**src/rtl/stego_decode_ctrl.sv**
```systemverilog
// LSB steganography decode sequencer: reads a pixel ROM bit 0 at a time,
// recovers a length header, then streams the hidden bytes with back-pressure.
module stego_decode_ctrl #(
    parameter int PIXELS   = 41420,
    parameter int ADDR_W   = 16,
    parameter int PIX_W    = 16,
    parameter int LEN_BITS = 16
) (
    input  logic                clk,
    input  logic                rst_n,
    input  logic                start,
    output logic                busy,
    output logic                done,
    output logic                err,
    output logic [LEN_BITS-1:0] msg_len,
    output logic                rom_en,
    output logic [ADDR_W-1:0]   rom_addr,
    input  logic [PIX_W-1:0]    rom_data,
    output logic [7:0]          byte_data,
    output logic                byte_valid,
    input  logic                byte_ready
);
    typedef enum logic [2:0] {
        IDLE, H_RD, H_CAP, B_RD, B_CAP, B_WAIT, FIN
    } state_t;

    localparam int CW = $clog2(LEN_BITS + 1);
    localparam int AW = LEN_BITS + 4;

    state_t              state, next;
    logic [CW-1:0]       hdr_cnt;
    logic [2:0]          bit_cnt;
    logic [LEN_BITS-1:0] byte_cnt;
    logic [7:0]          asm_q;
    logic                pend;

    logic [LEN_BITS-1:0] len_nxt;
    logic [7:0]          asm_nxt;
    logic [AW-1:0]       need;
    logic                hdr_last, ovf, last_idx, out_free;
    logic                hdr_cap, bit_cap, load;
    logic                unused_bits;

    assign len_nxt  = {msg_len[LEN_BITS-2:0], rom_data[0]};
    assign asm_nxt  = {asm_q[6:0], rom_data[0]};
    assign hdr_last = (hdr_cnt == CW'(LEN_BITS - 1));
    // Wide enough that the pixel budget comparison can never wrap
    assign need     = AW'(LEN_BITS) + (AW'(len_nxt) << 3);
    assign ovf      = (need > AW'(PIXELS));
    assign last_idx = (byte_cnt == msg_len - 1'b1);
    assign out_free = !byte_valid || byte_ready;
    assign unused_bits = ^rom_data[PIX_W-1:1];

    always_ff @(posedge clk) begin
        if (!rst_n) state <= IDLE;
        else        state <= next;
    end

    always_comb begin
        next = state;
        unique case (state)
            IDLE:  if (start) next = H_RD;
            H_RD:  next = H_CAP;
            H_CAP: begin
                if (!hdr_last)                     next = H_RD;
                else if (ovf || len_nxt == '0)     next = FIN;
                else                               next = B_RD;
            end
            B_RD:  next = B_CAP;
            B_CAP: begin
                if (bit_cnt != 3'd7)               next = B_RD;
                else if (out_free && !last_idx)    next = B_RD;
                else                               next = B_WAIT;
            end
            B_WAIT: begin
                if (pend) begin
                    if (out_free) next = last_idx ? B_WAIT : B_RD;
                end else if (out_free) begin
                    next = FIN;
                end
            end
            FIN:   next = IDLE;
            default: next = IDLE;
        endcase
    end

    always_comb begin
        hdr_cap = 1'b0;
        bit_cap = 1'b0;
        load    = 1'b0;
        unique case (state)
            H_CAP:  hdr_cap = 1'b1;
            B_CAP: begin
                bit_cap = 1'b1;
                load    = (bit_cnt == 3'd7) && out_free;
            end
            B_WAIT: load = pend && out_free;
            default: ;
        endcase
    end

    always_ff @(posedge clk) begin
        if (!rst_n) begin
            busy       <= 1'b0;
            done       <= 1'b0;
            err        <= 1'b0;
            msg_len    <= '0;
            rom_en     <= 1'b0;
            rom_addr   <= '0;
            byte_data  <= '0;
            byte_valid <= 1'b0;
            hdr_cnt    <= '0;
            bit_cnt    <= '0;
            byte_cnt   <= '0;
            asm_q      <= '0;
            pend       <= 1'b0;
        end else begin
            busy   <= (next != IDLE);
            done   <= (state == FIN);
            rom_en <= (next == H_RD) || (next == B_RD);
            if (state == IDLE) begin
                if (start) begin
                    err      <= 1'b0;
                    msg_len  <= '0;
                    hdr_cnt  <= '0;
                    bit_cnt  <= '0;
                    byte_cnt <= '0;
                    rom_addr <= '0;
                    pend     <= 1'b0;
                end
            end else if (next == H_RD || next == B_RD) begin
                // Advance only when another pixel will really be read
                rom_addr <= rom_addr + 1'b1;
            end
            if (hdr_cap) begin
                msg_len <= len_nxt;
                hdr_cnt <= hdr_cnt + 1'b1;
                if (hdr_last && ovf) err <= 1'b1;
            end
            if (bit_cap) begin
                asm_q   <= asm_nxt;
                bit_cnt <= bit_cnt + 1'b1;
                if (bit_cnt == 3'd7 && !out_free) pend <= 1'b1;
            end
            if (load) begin
                byte_data  <= (state == B_CAP) ? asm_nxt : asm_q;
                byte_valid <= 1'b1;
                byte_cnt   <= byte_cnt + 1'b1;
                pend       <= 1'b0;
            end else if (byte_valid && byte_ready) begin
                byte_valid <= 1'b0;
            end
        end
    end
endmodule

```
**config.mk**
```make
export PLATFORM = sky130hd
export DESIGN_NAME = stego_decode_ctrl
export DESIGN_NICKNAME = d
export VERILOG_FILES = /design/src/rtl/stego_decode_ctrl.sv
export SDC_FILE = /design/constraint.sdc
export NUM_CORES = 1
export LEC_CHECK = 0
export ABC_CLOCK_PERIOD_IN_PS = 4290
export CAP_MARGIN = 0
export CORE_MARGIN = 2
export CORE_UTILIZATION = 54
export DETAILED_ROUTE_END_ITERATION = 7
export PLACE_DENSITY = 0.88
export SLEW_MARGIN = 40
export SYNTH_ARGS = -nofsm -noshare
export SYNTH_HDL_FRONTEND = slang
export SYNTH_SLANG_ARGS = --single-unit
```
**constraint.sdc**
```tcl
create_clock -name clk -period 4.29 [get_ports clk]
set_clock_uncertainty 0.1 [all_clocks]
set_input_delay 0.429 -clock clk [delete_from_list [all_inputs] [get_ports clk]]
set_output_delay 0.429 -clock clk [all_outputs]
set_load 0.01 [all_outputs]
```
# After elaboration in Yosys (flattened, before gate mapping)
# Index checks and enable logic that the tools add are counted.
[word_totals]
n_memories = 0
latchBits = 0
wordCells = 99
ram_bits = 0
romBits = 0
out_inout_bits = 45
ff_bits = 81
inputBits = 20
[classes]
n_mux = 36
add_sub_neg = 6
div = 0
n_reduce_logical = 28
n_bitwise = 1
n_lt_le_gt_ge = 1
n_shift = 0
multipliers = 0
n_eq_ne = 13
[ops]
columns = ["operator", "count"]
rows = [
  ["2-to-1 mux 16 bit", 6],
  ["2-to-1 mux 3 bit", 12],
  ["adder 16 x 1 -> 16 bit, second input constant", 2],
  ["adder 5 x 19 -> 20 bit, first input constant", 1],
  ["greater-than comparator 20 x 16 -> 1 bit, second input constant", 1],
  ["one-hot mux 3 bit (6 select lines)", 1],
  ["equality test 16 bit", 1],
  ["zero test 16 bit", 1],
  ["nonzero test 2 bit", 8],
  ["subtractor 16 x 1 -> 16 bit, second input constant", 1],
  ["2-to-1 mux 5 bit", 3],
  ["equality test 3 bit, second input constant", 4],
  ["2-to-1 mux 1 bit", 12],
  ["equality test 3 x 2 -> 1 bit, second input constant", 3],
  ["2-to-1 mux 8 bit", 1],
  ["AND reduction 2 bit", 4],
  ["equality test 3 x 1 -> 1 bit, second input constant", 2],
  ["logical AND 1 bit", 6],
  ["adder 5 x 1 -> 5 bit, second input constant", 1],
  ["equality test 5 x 4 -> 1 bit, second input constant", 1],
  ["adder 3 x 1 -> 3 bit, second input constant", 1],
  ["zero test 1 bit", 3],
  ["zero test 3 bit", 1],
  ["logical OR 1 bit", 3],
  ["other kinds (6)", 6],
]

# Logic depth before layout (Yosys ltp)
# Gate-level depths: netlist of the first run.
[depth]
depth_word = 11
depth_mapped = 13
ltp_nobuf = 10

# Worst setup path before layout of the first run
# Ideal clock, no wire load.
[synth_timing]
path_kind = "register to register"
start = "register msg_len[0]"
end = "register rom_addr[9]"
setup_ns = 0.118
path_slack_ns = 1.148
t_required_ns = 4.072
n_path_buf = 2
path_stages_with_launch = 13
t_arrival_ns = 2.924
period_less_slack_ns = 3.142
cell_sequence = "dfxtp_1 clkbuf_1 inv_1 ha_1 or4b_4 buf_6 nand2b_4 or3_1 o21ai_2 a22oi_2 a31o_4 or4_1 mux2i_1"
[synth_via]
elab_chain_len = 11
word_cells_on_any_way = 21
classes_between = "add/sub: 2; order compare: 1; eq/ne: 3; mux: 8; reduce/logical: 7"
[synth_lines]
columns = ["item", "line_no", "source"]
rows = [
  ["start: declaration", "15", "output logic [LEN_BITS-1:0] msg_len,"],
  ["start signal: assignment", "136", "msg_len <= len_nxt;"],
  ["branches (longest 6 deep; another with adder 5 x 19 -> 20 bit)", "n/a", ""],
  ["one-hot mux 3 bit (6 select lines) *", "61", "unique case (state)"],
  ["equality test 3 x 1 -> 1 bit / equality test 3 x 2 -> 1 bit (equally long branches)", "131", "end else if (next == H_RD || next == B_RD) begin"],
  ["logical OR 1 bit *", "131", ""],
  ["nonzero test 2 bit (no line) *", "n/a", ""],
  ["AND reduction 2 bit (no line) *", "n/a", ""],
  ["end signal: assignment", "133", "rom_addr <= rom_addr + 1'b1;"],
  ["end: declaration", "17", "output logic [ADDR_W-1:0] rom_addr,"],
]
# Every way passes the cells marked *.
# A chain may end at the register's enable or synchronous reset.

# Worst setup path in the final report of the first run
[layout_timing]
start = "register msg_len[0]"
end = "register busy"
[layout_via]
elab_chain_len = 8
word_cells_on_any_way = 17
classes_between = "add/sub: 2; order compare: 1; eq/ne: 1; mux: 8; reduce/logical: 5"
[layout_lines]
columns = ["item", "line_no", "source"]
rows = [
  ["branches (longest 6 deep; another with adder 5 x 19 -> 20 bit)", "n/a", ""],
  ["one-hot mux 3 bit (6 select lines) *", "61", ""],
  ["nonzero test 3 bit *", "118", "busy <= (next != IDLE);"],
  ["end signal: assignment", "118", ""],
  ["end: declaration", "12", "output logic busy,"],
]
# Marked as above.

==> results of run 1 <==
final cells by class:
| class | instances | area (µm²) | share of cell area |
|---|---|---|---|
| Clock buffer | 9 | 124 | 0.0246 |
| Clock inverter | 7 | 105 | 0.0209 |
| Inverter | 8 | 30.0 | 0.00596 |
| Multi-Input combinational cell | 414 | 2500 | 0.497 |
| Sequential cell | 81 | 1620 | 0.322 |
| Tap cell | 102 | 128 | 0.0253 |
| Timing Repair Buffer | 54 | 526 | 0.104 |
kinds of logic (layout without fill, tap and decap cells):
group / count (synthesis) / after routing / share of synthesized area
xor gates and xnor gates: 24 / 24 / 0.0486
adders and majority gates: 8 / 8 / 0.0232
muxes: 11 / 11 / 0.0255
AOI/OAI and AO/OA: 126 / 126 / 0.198
and+or+nand+nor: 245 / 245 / 0.285
buffers and inverters: 47 / 78 / 0.0454
DFF: 81 / 81 / 0.375
state kept, by name (all words and copies together) (netlist names), 3 cells and up:
name	flops
asm_q	8
bit_cnt	3
byte_cnt	16
byte_data	8
hdr_cnt	5
msg_len	16
rom_addr	16
state	3
stage by stage:
stage	area [µm²]	worst slack, ns	total power, µW	utilization	hold slack (ns)
floorplan	4320	1.15	1170	-	0.315
CTS	5030	0.970	1920	0.651	0.356
finish	5040	0.906	1930	0.652	0.355
global placement	4800	1.06	1260	0.622	0.330
global route	5040	0.709	2020	0.652	0.372
detailed placement	4800	1.01	1270	0.622	0.338
report_power, final:
group          total, µW  switching (µW)  internal, µW
combinational        445             290           155
clock                654             316           338
sequential           829            46.8           782
placed cells by master, fill, tap and decap left out, types with 9 or more instances in the layout:
cell	instances
nor3_1	16
a22oi_1	19
nand2b_1	14
nand4_1	11
clkdlybuf4s50_1	49
and3_1	13
mux2i_1	11
a21oi_1	42
dfxtp_1	81
nor2_1	62
clkbuf_8	9
nand2_1	58
xnor2_1	11
xor2_1	13
nand3_1	25
o21ai_0	11
metal layers:
layer	track usage	vias to the layer above	wire length (µm)
li1	-	2000	-
met1	0.320	1967	4620
met5	0	-	0
met3	0.0435	20	636
met4	0.0956	0	211
met2	0.391	164	4920
path summary, 6_finish.rpt:
check / from / endpoint / slack [ns] / cells past startpoint
worst max register to register: msg_len[0]$_SDFFE_PN0P_ / busy$_SDFF_PN0_ / 0.91 / 10
worst min register to register: hdr_cnt[3]$_SDFFE_PN0P_ / hdr_cnt[3]$_SDFFE_PN0P_ / 0.36 / 1
worst max-delay path: msg_len[0]$_SDFFE_PN0P_ / busy$_SDFF_PN0_ / 0.91 / 10
worst min-delay path: hdr_cnt[3]$_SDFFE_PN0P_ / hdr_cnt[3]$_SDFFE_PN0P_ / 0.36 / 1
==> impl_metrics.toml, run 1 <==
[outcome]
status = "finished clean"

[logic_synthesis]
seq_area_frac_synth = 0.375
synth_area_um2 = 4320
ys_types = 57
avgSynthCellArea_um2 = 7.98
synthMostInstantiatedCell = "dfxtp_1"
synth_top_area_frac = 0.375
synth.area.top_cells = "dfxtp_1, nor2_1, nand2_1"
yosys_warnings = 0
yosys_most_used_dff = "dfxtp_1"
synth-edff-count = 0
yosysTopAreaCell = "dfxtp_1"
synthTopCellsByCount = "dfxtp_1, nor2_1, nand2_1"
synthArstFlopShare = 0
syn-num-nets = 570
synthCells = 542
synth-seq-cells = 81

[sta]
period_share = 0.789
min_period_ns = 3.38
timing.fmax_mhz = 296
slew_headroom = 0.457
setup-tns-final_ns = 0
rsz0062_at_grt = "no"
worst_pin_slew_ns = 0.813
hold_viol = 0
finalSetupViolCount = 0
maxSlewViolCount = 0

[power]
peakVddDrop_mv = 0.274
leakagePower_uw = 0.00192
pwr_density_cell_nw_per_um2 = 383

[floorplanning]
core_um2 = 7730
initial_core_util = 0.559
io-pin-count = 65
die_y_um = 93.5
die_w_um = 93.5
rows = 32
dieArea_um2 = 8740

[layout]
diodes = 0
layout.nets = 596
layout.cells.non_filler = 675
syn2layout_area_growth_pct = 16.6
fillerInstances = 622
drive_gt1_frac = 0.0611

[worst_setup_path]
critPathKind = "flop to flop"
cp_cell_sequence = "inv_1, ha_1, or4b_4, nor4_1, xnor2_1, o2111ai_1, nor4_2, a21oi_1, a211o_1, or3_1"
critPathRequiredTime_ns = 4.43
slowest_delay_ns = 0.54
endpoint_kind = "flop"
critPathSlowestCell = "or4b_4"
cpLargestDelayFamily = "simple AND/OR/NAND/NOR gates"
cp_max_fo = 10
critPathArrivalTime_ns = 3.53
cp-start-kind = "flop"
worst-path-buf-inv = 1

[cts]
clock-root-buffer = "clkbuf_8"
clkLatencyLatePin_ns = 0.36
numClockSinks = 81
holdBufCountCts = 0
clk_pin_slew_worst_paths_ns = 0.09
cts-resized-gates = 0
clk_path_buf_depth = 2
postCtsSetupRepairBufs = 0
cts_tree = "built"
cts_made_buffers = 9
htreeDepth = 3

[place]
place.gp.congestion = 0.952
dpl.hpwl_um = 7120
dp.cells = 658
portBuffers = 49

[detailed_routing]
drc_errors = 0
post_drt_via_cell_ratio = 6.15
ant_nets = 0
num_vias = 4151
drtIter0Drc = 281
drt_wl_total_um = 10400
drtPass1Iterations = 5
post_drt_wl_per_cell_um = 15.4

[global_routing]
track_usage = 0.242
grt_pass1_vias = 3667
grt_max_degree = 32
grt_pass1_wl_um = 17100
gr-total-overflow = 0
antenna_found_initial = 0

[min_path]
min_path_type = "flop to flop"

[job]
maxCapViolCount = 0
Note: power is estimated with default switching activity, not from simulation.
==> inputs of run 2 (changes only) <==
--- a/config.mk
+++ b/config.mk
@@ -5,7 +5,7 @@
 export SDC_FILE = /design/constraint.sdc
 export NUM_CORES = 1
 export LEC_CHECK = 0
-export ABC_CLOCK_PERIOD_IN_PS = 4290
+export ABC_CLOCK_PERIOD_IN_PS = 3300
 export CAP_MARGIN = 0
 export CORE_MARGIN = 2
 export CORE_UTILIZATION = 54
==> constraint.sdc (replaced) <==
create_clock -name clk -period 3.3 [get_ports clk]
set_clock_uncertainty 0.1 [all_clocks]
set_input_delay 0.33 -clock clk [delete_from_list [all_inputs] [get_ports clk]]
set_output_delay 0.33 -clock clk [all_outputs]
set_load 0.01 [all_outputs]
==> run 2 against run 1 <==
Clock power grew 27%. Clock-buffer cell count is the same. Sequential share of layout area down 0.85 points. Worst hold slack worse by 0.0038 ns. Power grew 30%. Cell area rose by 2.7%. Largest power group unchanged. Maximum frequency increased by 9.2%. Sequential cell count unchanged. Critical path depth is 1 lower.
==> impl_metrics.toml, run 2 (synthesized netlist as in run 1, its figures left out) <==
[sta]
rsz0062_at_grt = "no"
maxSlewViolCount = 0
finalSetupViolCount = 0
setup-tns-final_ns = 0
timing.fmax_mhz = 323
slew_headroom = 0.533
period_share = 0.939
hold_viol = 0
min_period_ns = 3.10
worst_pin_slew_ns = 0.701

[power]
peakVddDrop_mv = 0.388
pwr_density_cell_nw_per_um2 = 485
fin_total_pwr_uw = 2510
leakagePower_uw = 0.00203

[layout]
syn2layout_area_growth_pct = 19.7
final_cell_mix = "dfxtp_1, nor2_1, nand2_1, clkdlybuf4s50_1, a21oi_1"
diodes = 0
reg_top3 = "byte_cnt (16), msg_len (16), rom_addr (16)"
final_common_cell = "dfxtp_1"
drive_gt1_frac = 0.0881
layout.nets = 613

[place]
portBuffers = 49
place.gp.congestion = 0.962
dpl.hpwl_um = 7410

[cts]
numClockSinks = 81
clock-root-buffer = "clkbuf_8"
htreeDepth = 3
clkLatencyLatePin_ns = 0.36
postCtsSetupRepairBufs = 0
clk_path_buf_depth = 2
cts_tree = "built"
clk_pin_slew_worst_paths_ns = 0.09
cts_made_buffers = 9

[worst_setup_path]
reg2reg_slack_ns = 0.20
r2r-end = "rom_addr[9]$_SDFFE_PN0P_"
critPathKind = "flop to flop"
critPathArrivalTime_ns = 3.25
cp_max_fo = 15
reg2regPathDepth = 9
cp-start-kind = "flop"
critPathRequiredTime_ns = 3.45
r2r_start = "msg_len[5]$_SDFFE_PN0P_"
endpoint_kind = "flop"

[global_routing]
antenna_found_initial = 0
grt_pass1_vias = 3904
grt_pass1_wl_um = 17800
gr-total-overflow = 0
track_usage = 0.251
grt_max_degree = 31

[floorplanning]
initial_core_util = 0.559
die_w_um = 93.5
dieArea_um2 = 8740
rows = 32
core_um2 = 7730
io-pin-count = 65
die_y_um = 93.5

[job]
maxCapViolCount = 0

[detailed_routing]
post_drt_wl_per_cell_um = 15.2
drt_wl_total_um = 10500
drtPass1Iterations = 5
post_drt_via_cell_ratio = 6.04
drtIter0Drc = 239
drc_errors = 0
ant_nets = 0
num_vias = 4183

[min_path]
min_to = "hdr_cnt[3]$_SDFFE_PN0P_"
hold_start = "hdr_cnt[3]$_SDFFE_PN0P_"
min_path_cells = 1
min_path_type = "flop to flop"

[outcome]
status = "finished clean"
## run 2: cell types whose count changed in the layout (fill, tap and decap cells not counted)
cell,delta
buf_4,+18
clkinv_4,+2
inv_6,-2
buf_2,-1
clkinv_2,+1
clkinvlp_4,-1
nor4_2,-1
nor4_4,+1
## run 2: where the power goes
part,total (µW),internal (µW),switching (µW)
Sequential,1070,1020,52.7
Combinational,606,216,390
Clock,832,435,397
## run 2: worst max path at each step
stage,end,from,slack (ns)
after floorplan,rom_addr[9]$_SDFFE_PN0P_,msg_len[0]$_SDFFE_PN0P_,0.16
after global placement,busy$_SDFF_PN0_,msg_len[0]$_SDFFE_PN0P_,0.28
after detailed placement,busy$_SDFF_PN0_,msg_len[1]$_SDFFE_PN0P_,0.26
after CTS,busy$_SDFF_PN0_,msg_len[1]$_SDFFE_PN0P_,0.23
after global routing,rom_addr[9]$_SDFFE_PN0P_,msg_len[0]$_SDFFE_PN0P_,0.02
final,rom_addr[9]$_SDFFE_PN0P_,msg_len[5]$_SDFFE_PN0P_,0.20
## run 2: cell type report
cell class / count / area [µm²]
timing repair buffer: 71 / 656
tap: 102 / 128
sequential: 81 / 1620
inverter: 8 / 30.0
multi-input combinational: 414 / 2510
clock inverter: 7 / 103
fill: 630 / 2550
clock buffer: 9 / 124
## run 2: timing repair
item / CTS / global route
hold buffers: 0 / 0
resized for setup: 0 / 1
setup endpoints to repair: 0 / 1
## run 2: layer usage
| metal | track usage | vias up | part of all wire |
|---|---|---|---|
| met3 | 0.0475 | 19 | 0.063 |
| met2 | 0.418 | 162 | 0.48 |
| met5 | 0 | - | 0 |
| met1 | 0.324 | 1970 | 0.44 |
| li1 | - | 2032 | - |
| met4 | 0.0944 | 0 | 0.017 |
## run 2: worst max-delay path: stages, from the launching register on
cell and delay (ns):
dfxtp_1 0.33, buf_4 0.21, nand4_1 0.24, nor4_1 0.40, mux2i_1 0.34, o211a_1 0.22, nand3_1 0.14, a21o_1 0.32
or4_1 0.55, mux2i_1 0.14
## run 2: per-stage QoR
stage	instances	area [µm²]	setup WS (ns)	util	hold slack, ns
floorplan	542	4320	0.158	-	0.315
global placement	676	4940	0.276	0.639	0.327
detailed placement	676	4940	0.261	0.639	0.336
CTS	692	5170	0.226	0.669	0.350
global route	692	5170	0.0232	0.670	0.383
finish	692	5170	0.201	0.670	0.351
